[config.mk]
export PLATFORM = sky130hd
export DESIGN_NAME = uart_rx
export DESIGN_NICKNAME = d
export VERILOG_FILES = /design/src/rtl/uart_rx.sv
export SDC_FILE = /design/constraint.sdc
export NUM_CORES = 1
export LEC_CHECK = 0
export BUFFER_PORTS_ARGS = -buffer_cell sky130_fd_sc_hd__buf_2
export CORE_MARGIN = 2
export CORE_UTILIZATION = 55
export CTS_CLUSTER_SIZE = 12
export DETAILED_ROUTE_END_ITERATION = 7
export MAX_ROUTING_LAYER = met4
export PLACE_DENSITY = 0.76
export SLEW_MARGIN = 5
export SYNTH_ARGS = -nofsm -noshare
export SYNTH_HDL_FRONTEND = slang
export SYNTH_SLANG_ARGS = --single-unit
[constraint.sdc]
create_clock -name clk -period 3.3 [get_ports clk]
set_input_delay 0 -clock clk [delete_from_list [all_inputs] [get_ports clk]]
set_output_delay 0 -clock clk [all_outputs]
set_load 0.05 [all_outputs]
[src/rtl/uart_rx.sv]
// uart_rx - 8N1 UART receiver (LSB first) with a small registered-output FIFO.
//
// rxd is brought into the clk domain through a two-flop synchroniser. A
// five-state machine stepped by the oversampling tick clk_en finds the start
// bit, checks it at mid-bit and samples eight data bits and the stop bit at
// their centres. Good bytes go into a circular FIFO whose head is
// presented on rx_data / rx_valid from flops (first-word-fall-through).
// Framing and overrun errors are sticky until err_clr.
//
// Parameters
//   OVS      oversampling ticks per bit (even, 4..64)
//   FIFO_AW  FIFO address width, depth = 2**FIFO_AW
//
// Ports
//   clk       in   system clock
//   reset     in   asynchronous active-high reset
//   clk_en    in   oversample tick, one clk wide, OVS x bit rate
//   rxd       in   asynchronous serial input, idle high
//   rd        in   pop strobe for the FIFO head (ignored when empty)
//   err_clr   in   clears ferr and overrun (a same-cycle set wins)
//   rx_data   out  FIFO head byte, meaningful while rx_valid=1
//   rx_valid  out  FIFO not empty
//   ferr      out  sticky framing error
//   overrun   out  sticky overrun (byte dropped, FIFO full)
//   busy      out  receiver state machine not idle
module uart_rx #(
  parameter int OVS     = 16,
  parameter int FIFO_AW = 2
) (
  input  logic       clk,
  input  logic       reset,
  input  logic       clk_en,
  input  logic       rxd,
  input  logic       rd,
  input  logic       err_clr,
  output logic [7:0] rx_data,
  output logic       rx_valid,
  output logic       ferr,
  output logic       overrun,
  output logic       busy
);

  localparam int TW    = $clog2(OVS);
  localparam int DEPTH = 1 << FIFO_AW;
  localparam int CW    = FIFO_AW + 1;

  localparam logic [TW-1:0]      HALF_M1  = TW'(OVS / 2 - 1);
  localparam logic [TW-1:0]      FULL_M1  = TW'(OVS - 1);
  localparam logic [TW-1:0]      TICK_ONE = TW'(1);
  localparam logic [CW-1:0]      DEPTH_C  = CW'(DEPTH);
  localparam logic [CW-1:0]      CNT_ONE  = CW'(1);
  localparam logic [FIFO_AW-1:0] PTR_ONE  = FIFO_AW'(1);

  typedef enum logic [2:0] {
    S_IDLE,
    S_START,
    S_DATA,
    S_STOP,
    S_BRK
  } state_e;

  // Synchroniser
  logic meta_q, meta_d;
  logic rxs_q, rxs_d;

  // Receiver state
  state_e        state_q, state_d;
  logic [TW-1:0] tick_q, tick_d;
  logic [2:0]    bit_q, bit_d;
  logic [7:0]    shreg_q, shreg_d;
  logic          push;
  logic          ferr_set;

  // FIFO
  logic [7:0]         mem_q [DEPTH];
  logic [7:0]         mem_d [DEPTH];
  logic [FIFO_AW-1:0] wr_ptr_q, wr_ptr_d;
  logic [FIFO_AW-1:0] rd_ptr_q, rd_ptr_d;
  logic [CW-1:0]      count_q, count_d;
  logic               pop;
  logic               full;
  logic               push_ok;
  logic               ovr_set;

  // Outputs and flags
  logic [7:0] rx_data_q, rx_data_d;
  logic       rx_valid_q, rx_valid_d;
  logic       ferr_q, ferr_d;
  logic       overrun_q, overrun_d;

  // Stage 0: two-flop synchroniser, free running on clk
  always_comb begin
    meta_d = rxd;
    rxs_d  = meta_q;
  end

  always_ff @(posedge clk or posedge reset) begin
    if (reset) begin
      meta_q <= 1'b1;
      rxs_q  <= 1'b1;
    end else begin
      meta_q <= meta_d;
      rxs_q  <= rxs_d;
    end
  end

  // Stage 1: bit-timing state machine, advances only on clk_en
  always_comb begin
    state_d  = state_q;
    tick_d   = tick_q;
    bit_d    = bit_q;
    shreg_d  = shreg_q;
    push     = 1'b0;
    ferr_set = 1'b0;
    if (clk_en) begin
      case (state_q)
        S_IDLE: begin
          // This tick is t0; the start bit centre is OVS/2 ticks away.
          if (!rxs_q) begin
            state_d = S_START;
            tick_d  = '0;
          end
        end
        S_START: begin
          if (tick_q == HALF_M1) begin
            if (rxs_q) begin
              state_d = S_IDLE;
            end else begin
              state_d = S_DATA;
              tick_d  = '0;
              bit_d   = '0;
            end
          end else begin
            tick_d = tick_q + TICK_ONE;
          end
        end
        S_DATA: begin
          if (tick_q == FULL_M1) begin
            tick_d  = '0;
            shreg_d = {rxs_q, shreg_q[7:1]};
            bit_d   = bit_q + 3'd1;
            if (bit_q == 3'd7) begin
              state_d = S_STOP;
            end
          end else begin
            tick_d = tick_q + TICK_ONE;
          end
        end
        S_STOP: begin
          // Returning to IDLE on the sample tick (not the end of the stop
          // bit) leaves half a bit of slack for a fast sender.
          if (tick_q == FULL_M1) begin
            tick_d = '0;
            if (rxs_q) begin
              push    = 1'b1;
              state_d = S_IDLE;
            end else begin
              ferr_set = 1'b1;
              state_d  = S_BRK;
            end
          end else begin
            tick_d = tick_q + TICK_ONE;
          end
        end
        S_BRK: begin
          // A held-low line raises ferr once, then waits for idle here.
          if (rxs_q) begin
            state_d = S_IDLE;
          end
        end
        default: begin
          state_d = S_IDLE;
        end
      endcase
    end
  end

  always_ff @(posedge clk or posedge reset) begin
    if (reset) begin
      state_q <= S_IDLE;
      tick_q  <= '0;
      bit_q   <= '0;
    end else begin
      state_q <= state_d;
      tick_q  <= tick_d;
      bit_q   <= bit_d;
    end
  end

  always_ff @(posedge clk) begin
    shreg_q <= shreg_d;
  end

  // Stage 2: FIFO and registered head
  always_comb begin
    pop     = rd && (count_q != '0);
    full    = (count_q == DEPTH_C);
    // A pop in the same cycle frees the slot the push needs.
    push_ok = push && (!full || pop);
    ovr_set = push && full && !pop;

    mem_d = mem_q;
    if (push_ok) begin
      mem_d[wr_ptr_q] = shreg_q;
    end

    wr_ptr_d = push_ok ? (wr_ptr_q + PTR_ONE) : wr_ptr_q;
    rd_ptr_d = pop ? (rd_ptr_q + PTR_ONE) : rd_ptr_q;

    case ({push_ok, pop})
      2'b10:   count_d = count_q + CNT_ONE;
      2'b01:   count_d = count_q - CNT_ONE;
      default: count_d = count_q;
    endcase

    // The head is taken from next-cycle contents so a byte pushed into an
    // empty FIFO is visible right after the push edge.
    rx_valid_d = (count_d != '0);
    rx_data_d  = rx_valid_d ? mem_d[rd_ptr_d] : rx_data_q;

    ferr_d = err_clr ? 1'b0 : ferr_q;
    if (ferr_set) begin
      ferr_d = 1'b1;
    end
    overrun_d = err_clr ? 1'b0 : overrun_q;
    if (ovr_set) begin
      overrun_d = 1'b1;
    end
  end

  always_ff @(posedge clk or posedge reset) begin
    if (reset) begin
      wr_ptr_q   <= '0;
      rd_ptr_q   <= '0;
      count_q    <= '0;
      rx_data_q  <= 8'h00;
      rx_valid_q <= 1'b0;
      ferr_q     <= 1'b0;
      overrun_q  <= 1'b0;
    end else begin
      wr_ptr_q   <= wr_ptr_d;
      rd_ptr_q   <= rd_ptr_d;
      count_q    <= count_d;
      rx_data_q  <= rx_data_d;
      rx_valid_q <= rx_valid_d;
      ferr_q     <= ferr_d;
      overrun_q  <= overrun_d;
    end
  end

  always_ff @(posedge clk) begin
    mem_q <= mem_d;
  end

  assign rx_data  = rx_data_q;
  assign rx_valid = rx_valid_q;
  assign ferr     = ferr_q;
  assign overrun  = overrun_q;
  assign busy     = (state_q != S_IDLE);

endmodule

==> flow_summary.yaml, run 1 <==
synthesis:
  ys_top_cells_by_count: "34 x inv_1, 32 x dfxtp_1, 28 x dfrtp_1, 28 x nand2_1, 18 x o21ai_0"
  synth_fa_ha_area_frac: 0.0354
  synthMuxAreaShare: 0.0994
  netlist.area_leader.share: 0.206
  synthSimpleGateAreaFrac: 0.119
  ys_ff_latch: 70
  synth-async-reset-ratio: 0.429
  syn_inst: 321
  ys_types: 57
  synth-edff-count: 8
  syn_area_per_cell_um2: 10.6
  yosysTopAreaCell: "dfrtp_1"
  yosys_most_used_dff: "dfxtp_1"
  synth_compound_area_frac: 0.177
  synthTopCellsByArea: "dfrtp_1 21%, dfxtp_1 19%, edfxtp_1 7.1%"
  syn_nets: 336
  netlist_area_um2: 3400
  synth_top_family_by_area: "compound AO/OA/AOI/OAI gates"
  synth.most_common_cell: "inv_1"
  seq_area_frac_synth: 0.481
  synth_xor_area_frac: 0.0177
  synth_warnings: 0
critical_path:
  required_ps: 3540
  r2r_start: "count_q[0]"
  path_class: "flop to flop"
  r2r_slack_ps: 130
  end_kind: "flop"
  worstReg2RegEnd: "rx_data[4]"
  worstPathMaxFanout: 7
  path_cells: "or4b_4 -> nand3_1 -> ha_1 -> inv_1 -> fa_1 -> xor2_1 -> or3_1 -> a21oi_1 -> o211ai_1 -> o311ai_1"
  slowest_stage: "or4b_4"
  crit_start: "count_q[0]"
  arrival_ps: 3420
  r2r.worst_path.cells: 10
  critical-path-max-stage-delay_ps: 580
  startpoint_type: "flop"
grt:
  overflow: 0
  grt_max_degree: 24
  first_global_vias: 2457
  antenna_found_initial: 0
  grt_usage: 0.248
  grt_pass1_wl_um: 12200
placement:
  dp.cells: 402
  place.port_buffers: 17
  hpwl_um: 4930
  pre_cts_ws_ps: 181
  gp_congestion: 0.849
clocking:
  htree_levels: 3
  cts_root_buf: "clkbuf_8"
  cts_num_sinks: 70
  tritoncts: "yes"
  clkTransAtPathRegs_ps: 70
  clock_latency_ps: 350
  clock_path_buffers: 2
  numCtsBuffers: 9
sta:
  timing.final.ws_setup_ps: 128
  skew_ps: 8.09
  hold_viol: 0
  max_slew_margin: 0.432
  period_needed_ps: 3170
  hold_slack_ps: 27.2
  max_freq_mhz: 315
  setup_violations: 0
  slew_violations: 0
  tightest_slew_ps: 851
  final.period_utilization: 0.961
  rsz0062_at_grt: "no"
  tns_ps: 0
route:
  dr.pass1.iters: 5
  antenna_left: 0
  drc_errors: 0
  drt_iter0_drc: 241
  detailroute.via_count: 2580
  vias_per_cell: 6.13
  wl_per_cell_um: 17.4
  totalWireLength_um: 7320
die:
  io_pins: 18
  die_x_um: 82.6
  rows: 28
  start_util: 0.570
  coreArea_um2: 5960
  die_area_um2: 6820
  die_height_um: 82.6
pwr:
  leakage_nw: 1.72
  combPwrFrac: 0.357
  seqPwrFrac: 0.379
  p_sw_w: 0.00116
  p_per_area_nw_per_um2: 817
  total_power_w: 0.00309
  power.internal_w: 0.00192
  p_sw_frac: 0.377
  vdd_drop_max_uv: 483
  pwr-share-clk: 0.264
layout:
  n_fill_cell: 514
  diodes: 0
  nets: 356
  stdcell_count: 421
  drive_above_1_share: 0.194
  area_growth_syn_to_layout_pct: 11.2
min_path:
  min_to: "state_q[2]"
  hold_path_depth: 4
  hp-start: "clk_en"
  hp-class: "primary input to flop"
run:
  max_cap_violations: 0
run_status:
  outcome: "complete, no violations"
==> power by group through the flow <==
stage	sequential [W]	clock (W)	combinational, W
floorplan	0.00126	0	0.000737
global placement	0.00117	0	0.00105
detailed placement	0.00118	0	0.00108
CTS	0.00117	0.000826	0.00109
global route	0.00119	0.000859	0.00121
finish	0.00117	0.000816	0.00110
==> critical path: cells and delay by family, from the launching register on <==
family                   cells  cell delay, ps
adder cells (fa/ha/maj)      2             550
XOR/XNOR                     1             190
buffers and inverters        1              60
flip-flops                   1             470
AND/OR/NAND/NOR              3            1120
AO/OA/AOI/OAI                3             690
==> cells in the final DEF (no fill, tap or decap), drive strengths merged, types with 3 or more instances in the layout <==
cell type,count
a211o,6
a211oi,8
a21o,7
a21oi,6
a311oi,4
a41oi,14
and3,4
and4,5
buf,24
bufinv,3
clkbuf,12
dfrtp,28
dfxtp,32
dlygate4sd3,3
edfxtp,8
ha,8
inv,34
mux2,16
mux2i,15
nand2,28
nand2b,4
nand3,4
nand4,4
nor2,8
nor3,5
o211ai,5
o21ai,19
o22ai,4
o311ai,3
xnor2,3
xor2,3
==> cell families (layout without fill, tap and decap cells) <==
| kind of cell | after synthesis | in the layout |
|---|---|---|
| buffers and inverters | 52 | 77 |
| muxes | 31 | 31 |
| adders and majority gates | 9 | 9 |
| AOI/OAI and AO/OA | 82 | 82 |
| xor gates and xnor gates | 6 | 6 |
| and+or+nand+nor | 71 | 71 |
| DFF | 70 | 70 |
==> worst max-delay path by stage <==
stage / to / cells past startpoint
after global placement: rx_data[7] / 10
after CTS: rx_data[4] / 10
after floorplan: rx_data[0] / 12
after detailed placement: rx_data[4] / 10
after global routing: rx_data[4] / 10
final: rx_data[4] / 10
==> per-stage QoR <==
step | instance area (um2) | utilization
5_1_grt | 3780 | 0.634
6_report | 3780 | 0.634
3_5_place_dp | 3520 | 0.590
2_1_floorplan | 3400 | -
3_3_place_gp | 3520 | 0.590
4_1_cts | 3780 | 0.634
==> registers in the layout (all words and copies together) (netlist names), 2 cells and up <==
| signal | cells |
|---|---|
| wr_ptr_q | 2 |
| bit_q | 3 |
| state_q | 3 |
| tick_q | 4 |
| rx_data | 8 |
| rd_ptr_q | 2 |
| mem_q | 32 |
| shreg_q | 8 |
| count_q | 3 |
==> layer usage <==
layer / global-route usage / routed length [um] / vias to the layer above
li1: - / - / 1213
met1: 0.317 / 3280 / 1257
met2: 0.385 / 3450 / 92
met3: 0.0446 / 370 / 18
met4: 0.115 / 216 / 0
met5: - / 0 / -
==> cell type report <==
cell class	instances	area [um2]	area share
flip-flops and latches	70	1630	0.433
multi-input cells	199	1520	0.403
repair buffers	27	168	0.0444
clock buffers	12	135	0.0358
inverters	34	128	0.0338
clock inverters	4	95.1	0.0252
well taps	75	93.8	0.0249
==> timing repair <==
item | CTS | global route
hold buffers | 3 | 0
hold endpoints to repair | 23 | 0
buffers inserted | 0 | 0
endpoints found under the setup margin | 0 | 1
resized for setup | 0 | 1
Power figures use the tool's default switching activity.
==> run 2: changes to the inputs <==
Settings changed: ABC_AREA set to 1, BUFFER_PORTS_ARGS -buffer_cell sky130_fd_sc_hd__buf_2 to unset, CORE_UTILIZATION 55 to 57, DONT_BUFFER_PORTS set to 1, HOLD_SLACK_MARGIN set to 0.15, PLACE_DENSITY 0.76 to 0.75.
==> run 2 against run 1 <==
  * Total power down 2.0%
  * Setup slack better by 190 ps
  * Critical path depth up 3
  * Clock skew up 8.1 ps
  * Non-clock buffer count down 19
  * First-iteration DRC count up 14%
  * Sequential share of layout area down 4.4 points
  * Sequential power up 9%
  * Worst hold slack better by 130 ps
  * Largest cell class is now multi-input combinational cells
  * Largest power group unchanged
==> flow_summary.yaml, run 2 <==
placement:
  pre_cts_ws_ps: 323
  dp.cells: 648
  post_dp_cell_area_um2: 3940
  gp_congestion: 0.899
  hpwl_um: 5790
  place.port_buffers: 0
die:
  start_util: 0.585
  io_pins: 18
  rows: 30
  die_x_um: 87.0
  coreArea_um2: 6720
  die_area_um2: 7580
  die_height_um: 87.0
clocking:
  cts_root_buf: "clkbuf_8"
  htree_levels: 3
  clkTransAtPathRegs_ps: 80
  clock_latency_ps: 350
  cts_num_sinks: 70
  post-cts-setup-buffers: 0
  clock_path_buffers: 2
  numCtsBuffers: 9
  tritoncts: "yes"
layout:
  regMostFlops: "mem_q"
  final_area_um2: 4210
  drive_above_1_share: 0.0543
  n_fill_cell: 624
  layout_common_cells: "196 x nand2_1, 118 x inv_1, 78 x nor2_1"
  stdcell_count: 669
  diodes: 0
  nets: 599
  final_common_cell: "nand2_1"
  largest_register_ffs: 32
  area_growth_syn_to_layout_pct: 7.04
grt:
  grt_pass1_wl_um: 14800
  grt_usage: 0.261
  first_global_vias: 3278
  grt_max_degree: 35
  antenna_found_initial: 0
  overflow: 0
critical_path:
  crit_top_cell: "nand2_1"
  critical-path-top-delay-family: "simple AND/OR/NAND/NOR gates"
  path_cells: "ha_1 -> nand2_2 -> nor2_1 -> nand3_2 -> ha_1 -> inv_1 -> fa_1 -> o21ai_0 -> nor2_1 -> nand2_1 -> inv_1 -> nand2_1 -> nand2_1"
  path_class: "flop to flop"
  startpoint_type: "flop"
  critical-path-max-stage-delay_ps: 410
  r2r.worst_path.cells: 13
  r2r_slack_ps: 320
  worstReg2RegEnd: "rx_data[5]"
  worstPathMaxFanout: 10
  crit_buf_inv: 2
  r2r_start: "tick_q[0]"
  worst-path-stages: 13
  arrival_ps: 3220
  slowest_stage: "fa_1"
  end_kind: "flop"
  required_ps: 3550
route:
  wl_met1_um: 4090
  vias_per_cell: 5.27
  detailroute.via_count: 3524
  dr_wl_met3_um: 331
  dr_wl_met2_um: 4030
  dr.pass1.iters: 6
  wl_per_cell_um: 13.1
  top_layer_used: "met4"
  drt_iter0_drc: 274
  antenna_left: 0
  totalWireLength_um: 8740
  drc_errors: 0
pwr:
  p_per_area_nw_per_um2: 719
  leakage_nw: 2.50
  vdd_drop_max_uv: 519
synthesis:
  synth-async-reset-ratio: 0.429
  synthTopCellsByArea: "nand2_1 19%, dfrtp_1 18%, dfxtp_1 16%"
  synth-edff-count: 8
  syn_nets: 601
  syn_area_per_cell_um2: 6.71
  yosys_most_used_dff: "dfxtp_1"
  yosysTopAreaCell: "nand2_1"
  netlist.area_leader.share: 0.187
  synth.most_common_cell: "nand2_1"
  netlist_area_um2: 3930
  ys_ff_latch: 70
  ys_types: 33
  syn_inst: 586
  synth_warnings: 0
  ys_top_cells_by_count: "196 x nand2_1, 118 x inv_1, 78 x nor2_1"
  seq_area_frac_synth: 0.416
run:
  max_cap_violations: 0
sta:
  skew_ps: 16.1
  max_slew_margin: 0.250
  slew_violations: 0
  timing.final.ws_setup_ps: 321
  tns_ps: 0
  rsz0062_at_grt: "no"
  period_needed_ps: 2980
  hold_viol: 0
  final.period_utilization: 0.903
  tightest_slew_ps: 1120
  max_freq_mhz: 336
  setup_violations: 0
min_path:
  min_to: "count_q[0]"
  hold_path_depth: 4
  hp-start: "rd"
  hp-class: "primary input to flop"
run_status:
  outcome: "complete, no violations"
## run 2: changes by cell type in the layout (fill, tap and decap cells not counted), sizes merged, moves of 6 or more
cell,previous run,this run
a41oi,14,0
a211o,6,0
nand4,4,33
nand2,28,198
a211oi,8,0
inv,34,122
buf,24,3
nor2,8,79
mux2i,15,1
a21o,7,0
mux2,16,0
nand3,4,27
## run 2: final cells by class
class                      count  area (um2)  area share
multi-input combinational    372        1720       0.409
sequential                    70        1630       0.388
inverter                     123         462       0.110
clock buffer                  12         166      0.0396
tap                           80         100      0.0238
timing repair buffer           8        72.6      0.0173
clock inverter                 4        52.6      0.0125
## run 2: logic make-up (layout without fill, tap and decap cells)
group | count (synthesis) | after routing | share of synthesized area
compound gates | 20 | 20 | 0.0296
xor+xnor | 4 | 4 | 0.00892
fa+ha+maj | 9 | 9 | 0.0306
buf+inv | 144 | 147 | 0.147
flops | 70 | 70 | 0.416
mux | 1 | 1 | 0.00255
simple gates | 338 | 338 | 0.366
## run 2: report_power, final
group | internal, W | switching (W) | total [W] | leakage, nW
logic | 0.000281 | 0.000704 | 0.000985 | 1.70
registers | 0.000994 | 0.000288 | 0.00128 | 0.684
clock network | 0.000418 | 0.000339 | 0.000757 | 0.112
## run 2: worst min-delay path, cell delays in order
cell and delay (ps):
nand2_1 60, inv_2 90, ha_1 210, xnor2_1 110
## run 2: worst max path at each step
stage                    from    endpoint  slack (ps)
floorplan           tick_q[0]  rx_data[0]         750
global placement    tick_q[0]  rx_data[2]         420
detailed placement  tick_q[0]  rx_data[5]         320
CTS                 tick_q[0]  rx_data[5]         340
global route        tick_q[0]  rx_data[5]          20
finish              tick_q[0]  rx_data[5]         320
## run 2: what timing repair did
action	CTS	global route
endpoints found under the setup margin	0	0
hold buffers	5	0
hold endpoints to repair	41	0
gates resized for setup	0	0
## run 2: metal layers
| layer | GRT usage | up-vias |
|---|---|---|
| met3 | 0.0341 | 27 |
| met2 | 0.421 | 93 |
| li1 | - | 1767 |
| met1 | 0.324 | 1637 |
| met5 | - | - |
| met4 | 0.129 | 0 |
## run 2: per-stage QoR
step                 util  power [W]  hold WS (ps)
global route        0.626    0.00323           199
floorplan               -    0.00204          4.48
detailed placement  0.586    0.00227          4.56
finish              0.626    0.00302           161
CTS                 0.626    0.00303           150
global placement    0.586    0.00226          4.56
